$ cat config.mk
export PLATFORM = sky130hd
export DESIGN_NAME = receptor_uart
export DESIGN_NICKNAME = d
export VERILOG_FILES = /design/src/rtl/receptor_uart.sv
export SDC_FILE = /design/constraint.sdc
export NUM_CORES = 1
export LEC_CHECK = 0
export ABC_CLOCK_PERIOD_IN_PS = 5200
export BUFFER_PORTS_ARGS = -buffer_cell sky130_fd_sc_hd__buf_2
export CAP_MARGIN = 20
export CELL_PAD_IN_SITES_DETAIL_PLACEMENT = 1
export CELL_PAD_IN_SITES_GLOBAL_PLACEMENT = 2
export CORE_ASPECT_RATIO = 1.4
export CORE_MARGIN = 4
export CORE_UTILIZATION = 42
export CTS_CLUSTER_DIAMETER = 50
export DETAILED_ROUTE_END_ITERATION = 16
export HOLD_SLACK_MARGIN = 0.08
export PLACE_DENSITY = 0.84
export SYNTH_ARGS = -nofsm -noshare
export SYNTH_HDL_FRONTEND = slang
export SYNTH_SLANG_ARGS = --single-unit
$ cat constraint.sdc
create_clock -name clock50M -period 5.2 [get_ports clock50M]
set_input_delay 0 -clock clock50M [delete_from_list [all_inputs] [get_ports clock50M]]
set_output_delay 0 -clock clock50M [all_outputs]
set_load 0.02 [all_outputs]
$ cat src/rtl/receptor_uart.sv
// receptor_uart: 16x-oversampled UART receiver, mid-bit sampling, LSB first.
// Define UART_RX_PARITY_EN to add an even-parity bit after the data bits.
module receptor_uart #(
    parameter int DATA_BITS = 8,
    parameter int SB_TICKS  = 16
) (
    input  logic                 clock50M,
    input  logic                 reset,
    input  logic                 tick,
    input  logic                 rx,
    output logic [DATA_BITS-1:0] data,
    output logic                 rx_done,
    output logic                 frame_error,
    output logic                 parity_error,
    output logic                 busy
);

    localparam int NW = (DATA_BITS > 1) ? $clog2(DATA_BITS) : 1;
    localparam logic [3:0]    SB_LAST = 4'(SB_TICKS - 1);
    localparam logic [NW-1:0] N_LAST  = NW'(DATA_BITS - 1);
    localparam logic [NW-1:0] N_ONE   = NW'(1);

    typedef enum logic [2:0] {
        S_IDLE,
        S_START,
        S_DATA,
`ifdef UART_RX_PARITY_EN
        S_PARITY,
`endif
        S_STOP
    } state_t;

    // synchronizer and edge-detect history
    logic                 r_sync1;
    logic                 r_rx_s;
    logic                 r_rx_p;

    // frame state
    state_t               r_state;
    logic [3:0]           r_s;
    logic [NW-1:0]        r_n;
    logic [DATA_BITS-1:0] r_b;

    // delivered results
    logic [DATA_BITS-1:0] r_data;
    logic                 r_done;
    logic                 r_fe;

    // next-state values
    state_t               w_state_nx;
    logic [3:0]           w_s_nx;
    logic [NW-1:0]        w_n_nx;
    logic [DATA_BITS-1:0] w_b_nx;
    logic [DATA_BITS-1:0] w_data_nx;
    logic                 w_done_nx;
    logic                 w_fe_nx;
    logic                 w_fall;
    logic [DATA_BITS-1:0] w_shifted;

`ifdef UART_RX_PARITY_EN
    logic                 r_par;
    logic                 r_pe;
    logic                 w_par_nx;
    logic                 w_pe_nx;
`endif

    assign w_fall    = ~r_rx_s & r_rx_p;
    assign w_shifted = (r_b >> 1)
                     | (DATA_BITS'(r_rx_s) << (DATA_BITS - 1));

    // bring rx into the clock domain; idle level is 1
    always_ff @(posedge clock50M or negedge reset) begin
        if (!reset) begin
            r_sync1 <= 1'b1;
            r_rx_s  <= 1'b1;
            r_rx_p  <= 1'b1;
        end else begin
            r_sync1 <= rx;
            r_rx_s  <= r_sync1;
            r_rx_p  <= r_rx_s;
        end
    end

    // FSM and datapath registers
    always_ff @(posedge clock50M or negedge reset) begin
        if (!reset) begin
            r_state <= S_IDLE;
            r_s     <= '0;
            r_n     <= '0;
            r_b     <= '0;
            r_data  <= '0;
            r_done  <= 1'b0;
            r_fe    <= 1'b0;
        end else begin
            r_state <= w_state_nx;
            r_s     <= w_s_nx;
            r_n     <= w_n_nx;
            r_b     <= w_b_nx;
            r_data  <= w_data_nx;
            r_done  <= w_done_nx;
            r_fe    <= w_fe_nx;
        end
    end

`ifdef UART_RX_PARITY_EN
    // received parity bit and its check result
    always_ff @(posedge clock50M or negedge reset) begin
        if (!reset) begin
            r_par <= 1'b0;
            r_pe  <= 1'b0;
        end else begin
            r_par <= w_par_nx;
            r_pe  <= w_pe_nx;
        end
    end
`endif

    // next-state logic: every counter only moves on a tick
    always_comb begin
        w_state_nx = r_state;
        w_s_nx     = r_s;
        w_n_nx     = r_n;
        w_b_nx     = r_b;
        w_data_nx  = r_data;
        w_done_nx  = 1'b0;
        w_fe_nx    = r_fe;
`ifdef UART_RX_PARITY_EN
        w_par_nx   = r_par;
        w_pe_nx    = r_pe;
`endif
        unique case (r_state)
            S_IDLE: begin
                if (w_fall) begin
                    w_state_nx = S_START;
                    w_s_nx     = '0;
                end
            end
            S_START: begin
                if (tick) begin
                    if (r_s == 4'd7) begin
                        w_s_nx = '0;
                        if (!r_rx_s) begin
                            w_state_nx = S_DATA;
                            w_n_nx     = '0;
                        end else begin
                            w_state_nx = S_IDLE;
                        end
                    end else begin
                        w_s_nx = r_s + 4'd1;
                    end
                end
            end
            S_DATA: begin
                if (tick) begin
                    if (r_s == 4'd15) begin
                        w_s_nx = '0;
                        w_b_nx = w_shifted;
                        if (r_n == N_LAST) begin
`ifdef UART_RX_PARITY_EN
                            w_state_nx = S_PARITY;
`else
                            w_state_nx = S_STOP;
`endif
                        end else begin
                            w_n_nx = r_n + N_ONE;
                        end
                    end else begin
                        w_s_nx = r_s + 4'd1;
                    end
                end
            end
`ifdef UART_RX_PARITY_EN
            S_PARITY: begin
                if (tick) begin
                    if (r_s == 4'd15) begin
                        w_s_nx     = '0;
                        w_par_nx   = r_rx_s;
                        w_state_nx = S_STOP;
                    end else begin
                        w_s_nx = r_s + 4'd1;
                    end
                end
            end
`endif
            S_STOP: begin
                if (tick) begin
                    if (r_s == SB_LAST) begin
                        w_s_nx     = '0;
                        w_data_nx  = r_b;
                        w_fe_nx    = ~r_rx_s;
                        w_done_nx  = 1'b1;
                        w_state_nx = S_IDLE;
`ifdef UART_RX_PARITY_EN
                        w_pe_nx    = ^{r_b, r_par};
`endif
                    end else begin
                        w_s_nx = r_s + 4'd1;
                    end
                end
            end
            default: begin
                w_state_nx = S_IDLE;
            end
        endcase
    end

    assign data        = r_data;
    assign rx_done     = r_done;
    assign frame_error = r_fe;
    assign busy        = (r_state != S_IDLE);
`ifdef UART_RX_PARITY_EN
    assign parity_error = r_pe;
`else
    assign parity_error = 1'b0;
`endif

endmodule

* Word-level counts from Yosys, hierarchy flattened
Index checks and enable logic that the tools add are counted.
Storage, ports and cells: register bits after elaboration 31, input port bits 4, output and inout port bits 12, logic and storage cells 68
Operators by class: add/sub/neg operators 2, eq/ne operators 17, multiplexer cells 26, bitwise logic cells 3, reductions and logical operators 10
Operators by type and width (number):
- 3-bit 2-to-1 mux | 14
- 4-bit 2-to-1 mux | 5
- 2-bit != test (second input constant) | 10
- 3-bit case mux with 4 select lines | 1
- 4-bit case mux with 3 select lines | 1
- 7-bit by 8-bit bitwise OR with 8-bit output | 1
- 8-bit AND reduction | 1
- 7-bit AND reduction | 1
- 3-bit by 2-bit equality test with 1-bit output (second input constant) | 2
- 3-bit case mux with 2 select lines | 1
- 3-bit AND reduction | 2
- 3-bit nonzero test | 2
- 4-bit by 1-bit adder with 4-bit output (second input constant) | 1
- 4-bit by 3-bit equality test with 1-bit output (second input constant) | 1
- 4-bit equality test (second input constant) | 1
- 4-bit AND reduction | 1
- 3-bit by 1-bit adder with 3-bit output (second input constant) | 1
- 3-bit by 1-bit equality test with 1-bit output (second input constant) | 1
- 3-bit equality test (second input constant) | 1
- 3-bit logical NOT | 1
- 1-bit 2-to-1 mux | 3
- 2-bit 2-to-1 mux | 1
- 2-bit by 1-bit != test with 1-bit output (second input constant) | 1
- 2-bit nonzero test | 1
- 3 further kinds | 3

* Longest topological paths before layout
depth after elaboration 5, mapped depth 5, gate-level depth less buffers 5

* Worst setup path after synthesis
No wires, ideal clock.
kind register to register, start register r_s[0], end register r_data[0] (netlist: data[0]), setup time 0.125 ns, arrival time 1.523 ns, required time 5.075 ns, setup slack 3.552 ns, stages on the path, launching flop included 6, path buffers 1, period minus slack after synthesis 1.648 ns, path through dfrtp_1 -> ha_1 -> nand4_2 -> or3_1 -> buf_6 -> mux2_4
Between the ends: word-level cells in the longest chain between the ends 2
RTL lines:
- start: declaration | RTL line 40 | logic [3:0] r_s;
- start signal: assignment | RTL line 96 | r_s <= w_s_nx;
- 4-bit equality test | RTL line 187 | if (r_s == SB_LAST) begin
- 3-bit AND reduction (no line)
- end signal: assignment | RTL line 99 | r_data <= w_data_nx;
- end: declaration | RTL line 45 | logic [DATA_BITS-1:0] r_data;
Every way passes these cells. A chain may end at the register's enable or synchronous reset.

* Final worst setup path
start register r_s[0], end register r_data[4] (netlist: data[4])
Same word-level chain as after synthesis.

==> results_dict.tcl <==
set metrics [dict create \
    drv_slew 0 \
    p_per_area_nw_per_um2 400 \
    fin_tns_setup_ps 0 \
    fin_nets 127 \
    leakagePower_nw 0.811 \
    synthMuxAreaShare 0.169 \
    dr.pass1.iters 4 \
    start_util 0.438 \
    cts_setup_buffers 0 \
    die-area_um2 4250 \
    synth_area_per_cell_um2 13.4 \
    path_class "reg -> reg" \
    die_y_um 75.5 \
    fin_area_um2 1580 \
    wl_um 2650 \
    numCtsBuffers 5 \
    overflow 0 \
    synth_cell_types 34 \
    yosys.area_share.simple 0.101 \
    place_congestion 0.800 \
    cts_tree "built" \
    via_count 875 \
    htreeDepth 2 \
    core_um2 3120 \
    clkTransAtPathRegs_ps 60 \
    grt_usage 0.142 \
    end_kind "flip-flop" \
    vias_per_cell 5.47 \
    grt_setup_unrepaired "false" \
    status "complete, no violations" \
    synth_compound_area_frac 0.0923 \
    root_buffer "clkbuf_8" \
    max_slew.worst_pin.slew_ps 658 \
    hold_viol_final 0 \
    synth-xor-area-share 0.00640 \
    synth_top_family_by_area "multiplexers" \
    port_buffers 14 \
    slew_headroom 0.561 \
    ctsLongestPathBuffers 2 \
    required_ps 5360 \
    ys_seq_area_frac 0.551 \
    ir_drop_mv 0.308 \
    arrival_ps 2150 \
    yosys_warnings 0 \
    synthAdderAreaFrac 0.0274 \
    dp_hpwl_um 1910 \
    startpoint_type "flip-flop" \
    drt_iter0_markers 9 \
    setup_viol 0 \
    drc 0 \
    hp-class "in -> async" \
    grt_pass1_vias 955 \
    clkSinkCount 30 \
    netlist_area_um2 1370 \
    die_x_um 56.3 \
    ioPinCount 16 \
    row_count 24 \
    antenna_cells 0 \
    critPathMaxFanout 10 \
    maxCapViolations 0 \
    antenna_found_initial 0 \
    synth_nets 109 \
    max_freq_mhz 502 \
    syn-instance-count 102 \
    area_delta_synth_final_pct 15.2 \
    fin_crit_sh 0.383 \
    wire_per_inst_um 16.6 \
    place_area_um2 1440 \
    final_layout_size_suffix_gt1_frac 0.372 \
    fin_crit_ps 1990 \
    grt_max_degree 31 \
    grt_pass1_wl_um 4490 \
    postRouteAntennaNets 0 \
    fin_worst_skew_ps 7.31 \
    worstSkewPairLatency_ps 280 \
    ys_seq_elements 30 \
]
[worst max-delay path, cell delays in order, from the launching register on]
cell and delay (ps):
dfrtp_1 400, ha_1 310, nand4_2 170, or3_1 600, mux2_4 390
[cells by family after synthesis]
family	after synthesis
adder cells (fa/ha/maj)	3
AND/OR/NAND/NOR	20
XOR/XNOR	1
other	1
flip-flops	30
multiplexers	18
buffers and inverters	11
AO/OA/AOI/OAI	18
[synth_stat cells, drive strengths merged]
cell | n | area share
dfrtp | 27 | 0.49
mux2 | 17 | 0.16
buf | 6 | 0.037
nand3 | 6 | 0.022
inv | 5 | 0.014
o21ai | 5 | 0.018
a22o | 3 | 0.019
dfstp | 3 | 0.058
ha | 3 | 0.027
nand4 | 3 | 0.018
a21oi | 2 | 0.0073
nand2 | 2 | 0.0055
o2111ai | 2 | 0.013
o21a | 2 | 0.011
a211o | 1 | 0.0064
and2 | 1 | 0.0046
and3 | 1 | 0.0046
conb | 1 | 0.0027
mux2i | 1 | 0.0073
nor3 | 1 | 0.0073
nor3b | 1 | 0.0055
nor4 | 1 | 0.0046
nor4b | 1 | 0.0064
nor4bb | 1 | 0.0073
o211ai | 1 | 0.0055
o21bai | 1 | 0.0055
o221ai | 1 | 0.0064
or3 | 1 | 0.0046
or4b | 1 | 0.010
xor2 | 1 | 0.0064
[routing by layer]
layer  part of all wire  vias to the layer above  GRT usage
met5                  0                        -          0
met4              0.029                        0     0.0950
met3              0.025                        6     0.0305
met2               0.53                       13      0.247
met1               0.42                      451      0.159
li1                   -                      405          -
[final timing paths]
path,end,depth (start not counted),startpoint,slack [ps]
max in group asynchronous,r_b[1]$_DFFE_PN0P_,2,reset,4480
worst max-delay path,data[4]$_DFFE_PN0P_,4,r_s[0]$_DFFE_PN0P_,3210
min in group clock50M,r_rx_s$_DFF_PN1_,0,r_sync1$_DFF_PN1_,360
worst max register to register,data[4]$_DFFE_PN0P_,4,r_s[0]$_DFFE_PN0P_,3210
worst min register to register,r_rx_s$_DFF_PN1_,0,r_sync1$_DFF_PN1_,360
worst min-delay path,r_s[0]$_DFFE_PN0P_,2,reset,280
[repair_timing]
action	4_1_cts	5_1_grt
hold buffers	3	0
hold endpoints to repair	29	0
resized for setup	0	0
[metrics by stage]
stage / power [mW] / instances / worst slack [ps] / hold slack (ps) / utilization
5_1_grt: 0.666 / 160 / 3100 / 342 / 0.505
3_3_place_gp: 0.401 / 149 / 3300 / 61.5 / 0.460
4_1_cts: 0.639 / 160 / 3200 / 300 / 0.505
6_report: 0.631 / 160 / 3210 / 282 / 0.505
2_1_floorplan: 0.387 / 102 / 3550 / -296 / -
3_5_place_dp: 0.406 / 149 / 3220 / 62.4 / 0.460
[layout by cell type (no fill, tap or decap), types with 2 or more instances in the layout]
cell,count
dfrtp_1,27
buf_2,14
mux2_2,9
mux2_4,8
nand3_1,6
inv_1,5
o21ai_0,5
clkbuf_8,5
a22o_1,3
ha_1,3
dlygate4sd3_1,3
dfstp_2,3
nand2_1,2
o21a_1,2
o2111ai_1,2
a21oi_1,2
nand4_1,2
clkinv_2,2
[layout make-up]
cell class,instances,area [um^2]
tap,39,48.8
fill,351,1550
inverter,5,18.8
clock buffer,5,68.8
clock inverter,3,40.0
sequential,30,754
timing repair buffer,17,100
multi-input combinational,61,546
[state kept, by name, indices dropped and copies added, names as in the netlist]
signal,cells
r_rx_p,1
r_b,8
data,8
r_sync1,1
r_n,3
rx_done,1
r_s,4
r_rx_s,1
r_state,2
frame_error,1
[power breakdown]
part / internal (mW) / switching, mW / total, mW / leakage, nW
sequential: 0.259 / 0.0493 / 0.309 / 0.389
combinational: 0.0418 / 0.0525 / 0.0943 / 0.363
clock: 0.141 / 0.0871 / 0.228 / 0.0579
total: 0.442 / 0.189 / 0.631 / 0.811
Power figures use the tool's default switching activity.
